`src/rtl/axi4_lite_regbank.sv`:
```
// axi4_lite_regbank
// AXI4-Lite slave exposing NUM_REGS 32-bit registers to user logic.
// Each register is either read/write (stored here, driven on ctrl_regs)
// or read-only (reads come straight from the matching status_in slice).
// Out-of-range and read-only writes are answered with SLVERR and change
// nothing. AW and W are captured into independent one-entry holding
// slots, so the master may present them in any order.
module axi4_lite_regbank #(
    parameter int                  ADDR_WIDTH = 8,
    parameter int                  NUM_REGS   = 8,
    parameter logic [NUM_REGS-1:0] RO_MASK    = 8'hF0
) (
    input  logic                    S_AXI_ACLK,
    input  logic                    S_AXI_ARESETN,
    input  logic [ADDR_WIDTH-1:0]   S_AXI_AWADDR,
    input  logic                    S_AXI_AWVALID,
    output logic                    S_AXI_AWREADY,
    input  logic [31:0]             S_AXI_WDATA,
    input  logic [3:0]              S_AXI_WSTRB,
    input  logic                    S_AXI_WVALID,
    output logic                    S_AXI_WREADY,
    output logic                    S_AXI_BVALID,
    input  logic                    S_AXI_BREADY,
    output logic [1:0]              S_AXI_BRESP,
    input  logic [ADDR_WIDTH-1:0]   S_AXI_ARADDR,
    input  logic                    S_AXI_ARVALID,
    output logic                    S_AXI_ARREADY,
    output logic [31:0]             S_AXI_RDATA,
    output logic                    S_AXI_RVALID,
    input  logic                    S_AXI_RREADY,
    output logic [1:0]              S_AXI_RRESP,
    output logic [32*NUM_REGS-1:0]  ctrl_regs,
    input  logic [32*NUM_REGS-1:0]  status_in,
    output logic [NUM_REGS-1:0]     wr_pulse
);

    localparam int         IDX_W       = ADDR_WIDTH - 2;
    localparam logic [1:0] RESP_OKAY   = 2'b00;
    localparam logic [1:0] RESP_SLVERR = 2'b10;

    logic                           out_of_reset;

    logic                           aw_full;
    logic [IDX_W-1:0]               aw_idx;
    logic                           w_full;
    logic [31:0]                    w_data;
    logic [3:0]                     w_strb;
    logic                           commit;
    logic                           wr_ok;

    logic                           ar_busy;
    logic [IDX_W-1:0]               ar_idx;
    logic                           rd_hit;
    logic [31:0]                    rd_val;

    logic [NUM_REGS-1:0][31:0]      regs;

    logic                           aw_hs;
    logic                           w_hs;
    logic                           ar_hs;

    // Byte-address low bits are ignored, and RO slots of the storage array
    // and RW slices of status_in are never consumed; folding them here keeps
    // that explicit rather than leaving dangling bits.
    logic                           unused_bits;
    assign unused_bits = ^{S_AXI_AWADDR[1:0], S_AXI_ARADDR[1:0], status_in, regs};

    assign S_AXI_AWREADY = !aw_full && !S_AXI_BVALID && out_of_reset;
    assign S_AXI_WREADY  = !w_full  && !S_AXI_BVALID && out_of_reset;
    assign S_AXI_ARREADY = !S_AXI_RVALID && !ar_busy && out_of_reset;

    assign aw_hs  = S_AXI_AWVALID && S_AXI_AWREADY;
    assign w_hs   = S_AXI_WVALID  && S_AXI_WREADY;
    assign ar_hs  = S_AXI_ARVALID && S_AXI_ARREADY;
    assign commit = aw_full && w_full;

    // Hold off all READYs until the first clock edge after reset release.
    always_ff @(posedge S_AXI_ACLK or negedge S_AXI_ARESETN) begin
        if (!S_AXI_ARESETN) begin
            out_of_reset <= 1'b0;
        end else begin
            out_of_reset <= 1'b1;
        end
    end

    // Capture AW and W into their holding slots; both empty on commit.
    always_ff @(posedge S_AXI_ACLK or negedge S_AXI_ARESETN) begin
        if (!S_AXI_ARESETN) begin
            aw_full <= 1'b0;
            aw_idx  <= '0;
            w_full  <= 1'b0;
            w_data  <= '0;
            w_strb  <= '0;
        end else if (commit) begin
            aw_full <= 1'b0;
            w_full  <= 1'b0;
        end else begin
            if (aw_hs) begin
                aw_full <= 1'b1;
                aw_idx  <= S_AXI_AWADDR[ADDR_WIDTH-1:2];
            end
            if (w_hs) begin
                w_full <= 1'b1;
                w_data <= S_AXI_WDATA;
                w_strb <= S_AXI_WSTRB;
            end
        end
    end

    // A held write may only land on an in-range read/write register.
    always_comb begin
        wr_ok = 1'b0;
        for (int i = 0; i < NUM_REGS; i++) begin
            if (int'(aw_idx) == i && !RO_MASK[i]) begin
                wr_ok = 1'b1;
            end
        end
    end

    // Commit the held write byte-by-byte and strobe the target register.
    always_ff @(posedge S_AXI_ACLK or negedge S_AXI_ARESETN) begin
        if (!S_AXI_ARESETN) begin
            regs     <= '0;
            wr_pulse <= '0;
        end else begin
            wr_pulse <= '0;
            if (commit && wr_ok) begin
                for (int i = 0; i < NUM_REGS; i++) begin
                    if (int'(aw_idx) == i) begin
                        wr_pulse[i] <= 1'b1;
                        for (int b = 0; b < 4; b++) begin
                            if (w_strb[b]) begin
                                regs[i][8*b +: 8] <= w_data[8*b +: 8];
                            end
                        end
                    end
                end
            end
        end
    end

    // Raise the write response on commit and hold it until BREADY.
    always_ff @(posedge S_AXI_ACLK or negedge S_AXI_ARESETN) begin
        if (!S_AXI_ARESETN) begin
            S_AXI_BVALID <= 1'b0;
            S_AXI_BRESP  <= RESP_OKAY;
        end else if (commit) begin
            S_AXI_BVALID <= 1'b1;
            S_AXI_BRESP  <= wr_ok ? RESP_OKAY : RESP_SLVERR;
        end else if (S_AXI_BVALID && S_AXI_BREADY) begin
            S_AXI_BVALID <= 1'b0;
        end
    end

    // Select the read source: stored value for RW, live status for RO.
    always_comb begin
        rd_hit = 1'b0;
        rd_val = '0;
        for (int i = 0; i < NUM_REGS; i++) begin
            if (int'(ar_idx) == i) begin
                rd_hit = 1'b1;
                rd_val = RO_MASK[i] ? status_in[32*i +: 32] : regs[i];
            end
        end
    end

    // Latch the read address, then register data/response one edge later.
    always_ff @(posedge S_AXI_ACLK or negedge S_AXI_ARESETN) begin
        if (!S_AXI_ARESETN) begin
            ar_busy      <= 1'b0;
            ar_idx       <= '0;
            S_AXI_RVALID <= 1'b0;
            S_AXI_RDATA  <= '0;
            S_AXI_RRESP  <= RESP_OKAY;
        end else begin
            if (ar_busy) begin
                ar_busy      <= 1'b0;
                S_AXI_RVALID <= 1'b1;
                S_AXI_RDATA  <= rd_val;
                S_AXI_RRESP  <= rd_hit ? RESP_OKAY : RESP_SLVERR;
            end else if (S_AXI_RVALID && S_AXI_RREADY) begin
                S_AXI_RVALID <= 1'b0;
            end
            if (ar_hs) begin
                ar_busy <= 1'b1;
                ar_idx  <= S_AXI_ARADDR[ADDR_WIDTH-1:2];
            end
        end
    end

    // Present RW contents to user logic; RO slices read as zero.
    always_comb begin
        ctrl_regs = '0;
        for (int i = 0; i < NUM_REGS; i++) begin
            if (!RO_MASK[i]) begin
                ctrl_regs[32*i +: 32] = regs[i];
            end
        end
    end

endmodule

```
`config.mk`:
```
export PLATFORM = sky130hd
export DESIGN_NAME = axi4_lite_regbank
export DESIGN_NICKNAME = d
export VERILOG_FILES = /design/src/rtl/axi4_lite_regbank.sv
export SDC_FILE = /design/constraint.sdc
export NUM_CORES = 1
export LEC_CHECK = 0
export ABC_AREA = 1
export ABC_CLOCK_PERIOD_IN_PS = 2650
export BUFFER_PORTS_ARGS = -buffer_cell sky130_fd_sc_hd__buf_2
export CORE_AREA = 2 2 239 241
export CTS_CLUSTER_DIAMETER = 40
export DETAILED_ROUTE_END_ITERATION = 16
export DIE_AREA = 0 0 241 243
export HOLD_SLACK_MARGIN = 0.03
export PLACE_DENSITY = 0.49
export SYNTH_ARGS = -nofsm -noshare
export SYNTH_HDL_FRONTEND = slang
export SYNTH_SLANG_ARGS = --single-unit
```
`constraint.sdc`:
```
create_clock -name S_AXI_ACLK -period 2.65 [get_ports S_AXI_ACLK]
set_input_delay 0.53 -clock S_AXI_ACLK [delete_from_list [all_inputs] [get_ports S_AXI_ACLK]]
set_output_delay 0.53 -clock S_AXI_ACLK [all_outputs]
set_load 0.02 [all_outputs]
```
==> summary.txt <==
Run status
  – Status: complete, no violations

STA
  – Post-Route Skew: 32.0 ps
  – Final hold vios: 0
  – Top achievable clock speed: 431 MHz
  – Min Tclk post-route: 2320 ps
  – Part of the cycle the worst path needs: 87.6%
  – Slew @ Worst Pin: 668 ps
  – RSZ-0062 raised after global routing: false
  – Max-slew headroom: 55.4%
  – Setup violators final: 0
  – Final Slew Violations: 0
  – Sum Neg Setup Slack: 0 ps

Worst setup path
  – Crit-path max FO: 18
  – Max incr delay on CP: 410 ps
  – Buffer and inverter count on the worst path: 1
  – CP arrival: 2810 ps
  – CP Cell Sequence: nor2_4 -> nand2_1 -> nor2_4 -> buf_4 -> nand2_1 -> o21ai_0 -> nor2_1 -> nand3_1 -> o21bai_1 -> nand2_1
  – Critical path's slowest cell: dfrtp_1
  – Crit. End Element: register
  – Crit Path Category: reg2reg
  – Most used cell, CP: nand2_1
  – Worst EP required: 3140 ps
  – Top delay family on crit path: simple AND/OR/NAND/NOR gates
  – Setup crit start kind: register
  – Reg2reg setup slack: 330 ps

Die
  – Chip Width: 241 um
  – Initial Util: 20.1%
  – I/O Pins: 620
  – Cell row count: 87
  – Core footprint: 0.0560 sq mm
  – Die H: 243 um
  – Total die area: 0.0586 sq mm

Power
  – Peak VDD IR: 0.000567 V
  – Pwr Total: 15.6 mW
  – Leakage: 8.08 nW
  – Pwr dens: 1020 mW/mm^2

Finish
  – Nets: 2,082
  – Multi-input combinational cell area: 0.00453 sq mm
  – FF+latch area: 0.00561 sq mm
  – FILL cells: 6,151
  – Layout cells sized above 1: 29.5%
  – Area Overhead vs Synth: 36.1%

Clock network
  – CTS buffer count: 49
  – CTS H-tree depth: 2
  – Deepest clock path buffer count: 3
  – CTS tree: yes
  – Clock-pin slew on the worst setup and hold paths: 50 ps
  – CTS Root Cell: clkbuf_16
  – Sink Count: 224
  – Clock Latency Late Sink: 580 ps
  – Number of setup buffers added after CTS: 0

GRT
  – Largest net degree at the start of global routing: 78
  – GR Overflow Total: 0
  – Antenna violations before repair: 15
  – Vias in the first global route: 9,907
  – First-pass GRT wire length: 67,900 um
  – Global Route Usage Sum: 16.1%

Logic synthesis
  – Cell count after synthesis: 1,373
  – Post-synthesis sequential area ratio: 49.9%
  – Distinct cells, synth: 28
  – Avg Cell Area, Syn: 8.19 sq um
  – Syn. warnings: 0
  – Synthesized cell area: 0.0112 sq mm
  – Number of synthesized register bits: 224

Place
  – DP Wirelength: 36,900 um
  – Port Buffers: 357
  – Placer Congestion: 0.840

Worst hold path
  – Hold crit path type: in2reg

Route
  – # DRC: 0
  – Routed len/inst: 18.7 um
  – Number of nets with antenna violations after routing: 0
  – Drt initial violations: 585
  – Via count: 10,600
  – DRT Pass-1 Iters: 5
  – Total wire length: 48,000 um
  – Routed vias/inst: 4.13

Job
  – Max_cap viols: 0
[final timing paths]
path                                        from                     endpoint  depth (start not counted)
setup / recovery           ar_idx[5]$_DFFE_PN0P_  S_AXI_RDATA[11]$_DFFE_PN0P_                         10
hold / removal                      S_AXI_BREADY     S_AXI_BVALID$_DFFE_PN0P_                          2
setup reg to reg           ar_idx[5]$_DFFE_PN0P_  S_AXI_RDATA[11]$_DFFE_PN0P_                         10
hold reg to reg            aw_idx[1]$_DFFE_PN0P_        wr_pulse[0]$_DFF_PN0_                          1
max in group asynchronous          S_AXI_ARESETN        aw_idx[5]$_DFFE_PN0P_                          3
min in group asynchronous          S_AXI_ARESETN       w_data[12]$_DFFE_PN0P_                          2
[registers in the layout (all words and copies together), names as in the netlist]
register      count
ar_busy           1
out_of_reset      1
wr_pulse          8
S_AXI_RDATA      32
w_strb            4
S_AXI_RRESP       1
ctrl_regs       128
w_full            1
S_AXI_BVALID      1
w_data           32
aw_idx            6
ar_idx            6
S_AXI_RVALID      1
S_AXI_BRESP       1
aw_full           1
[Yosys cell counts]
library cell	n	area (sq um)
inv_1	80	300
buf_4	136	1020
nor3_1	5	25.0
mux2_2	4	45.0
inv_2	8	30.0
o21ai_0	101	505
nor2_1	74	278
nor3_4	2	32.5
nand4_1	57	357
dfrtp_1	224	5610
o22ai_1	1	6.26
buf_6	1	11.3
buf_2	25	125
conb_1	2	7.51
nand4_4	1	21.3
a21oi_1	66	330
o21ai_1	68	340
clkinv_1	2	7.51
o21ai_2	8	70.1
buf_1	3	11.3
nand3_2	2	20.0
nand2_1	391	1470
nand2_2	9	56.3
nand3_1	47	235
clkbuf_1	28	105
o21bai_1	19	143
nor2_4	5	56.3
nor2_2	4	25.0
[placed cells by master, fill, tap and decap left out, drive strengths merged, types with 2 or more instances in the layout]
cell type / count
a21oi: 66
buf: 402
bufinv: 4
clkbuf: 60
clkinv: 13
clkinvlp: 7
conb: 135
dfrtp: 224
diode: 2
inv: 96
mux2: 4
nand2: 400
nand3: 49
nand4: 58
nor2: 83
nor3: 7
o21ai: 177
o21bai: 19
[where the power goes]
part           internal, mW  switching [mW]
logic                  1.28            3.11
clock network          3.99            2.14
registers              4.40           0.682
total                  9.67            5.94
[timing repair]
action / CTS / global route
hold endpoints to repair: 69 / 0
hold buffers: 1 / 0
gates resized for setup: 0 / 0
[logic make-up (layout without fill, tap and decap cells)]
logic type,after synthesis,count (layout),synth area share (%)
AO/OA/AOI/OAI,263,263,12.4
buffers and inverters,283,583,14.3
flip-flops,224,224,49.9
multiplexers,4,4,0.401
other,2,137,0.0668
AND/OR/NAND/NOR,597,597,22.9
[final cells by class]
type	count	area share (%)
tap	756	6.19
sequential	224	36.7
timing repair buffer	403	14.4
antenna	2	0.0327
clock buffer	60	8.68
multi-input combinational	999	29.6
clock inverter	30	2.26
inverter	90	2.21
[layer usage]
| metal | global-route usage [%] | wire (um) | up-vias |
|---|---|---|---|
| met1 | 21.7 | 21400 | 5034 |
| met3 | 4.62 | 3900 | 80 |
| met4 | 4.45 | 1160 | 6 |
| li1 | - | - | 5021 |
| met5 | 0 | 44 | - |
| met2 | 24.9 | 21500 | 447 |
[per-stage QoR]
stage                     utilization (%)  hold WS (ps)  cells  setup WS [ps]  instance area [sq um]
after global placement               24.3           457   2471            335                  13600
after detailed placement             24.3           455   2471            310                  13600
after floorplan                         -           234   1506            778                  11700
after CTS                            27.3           116   2562            265                  15300
after global routing                 27.3           124   2562            209                  15300
final                                27.3           154   2564            329                  15300
Power figures use the tool's default switching activity.
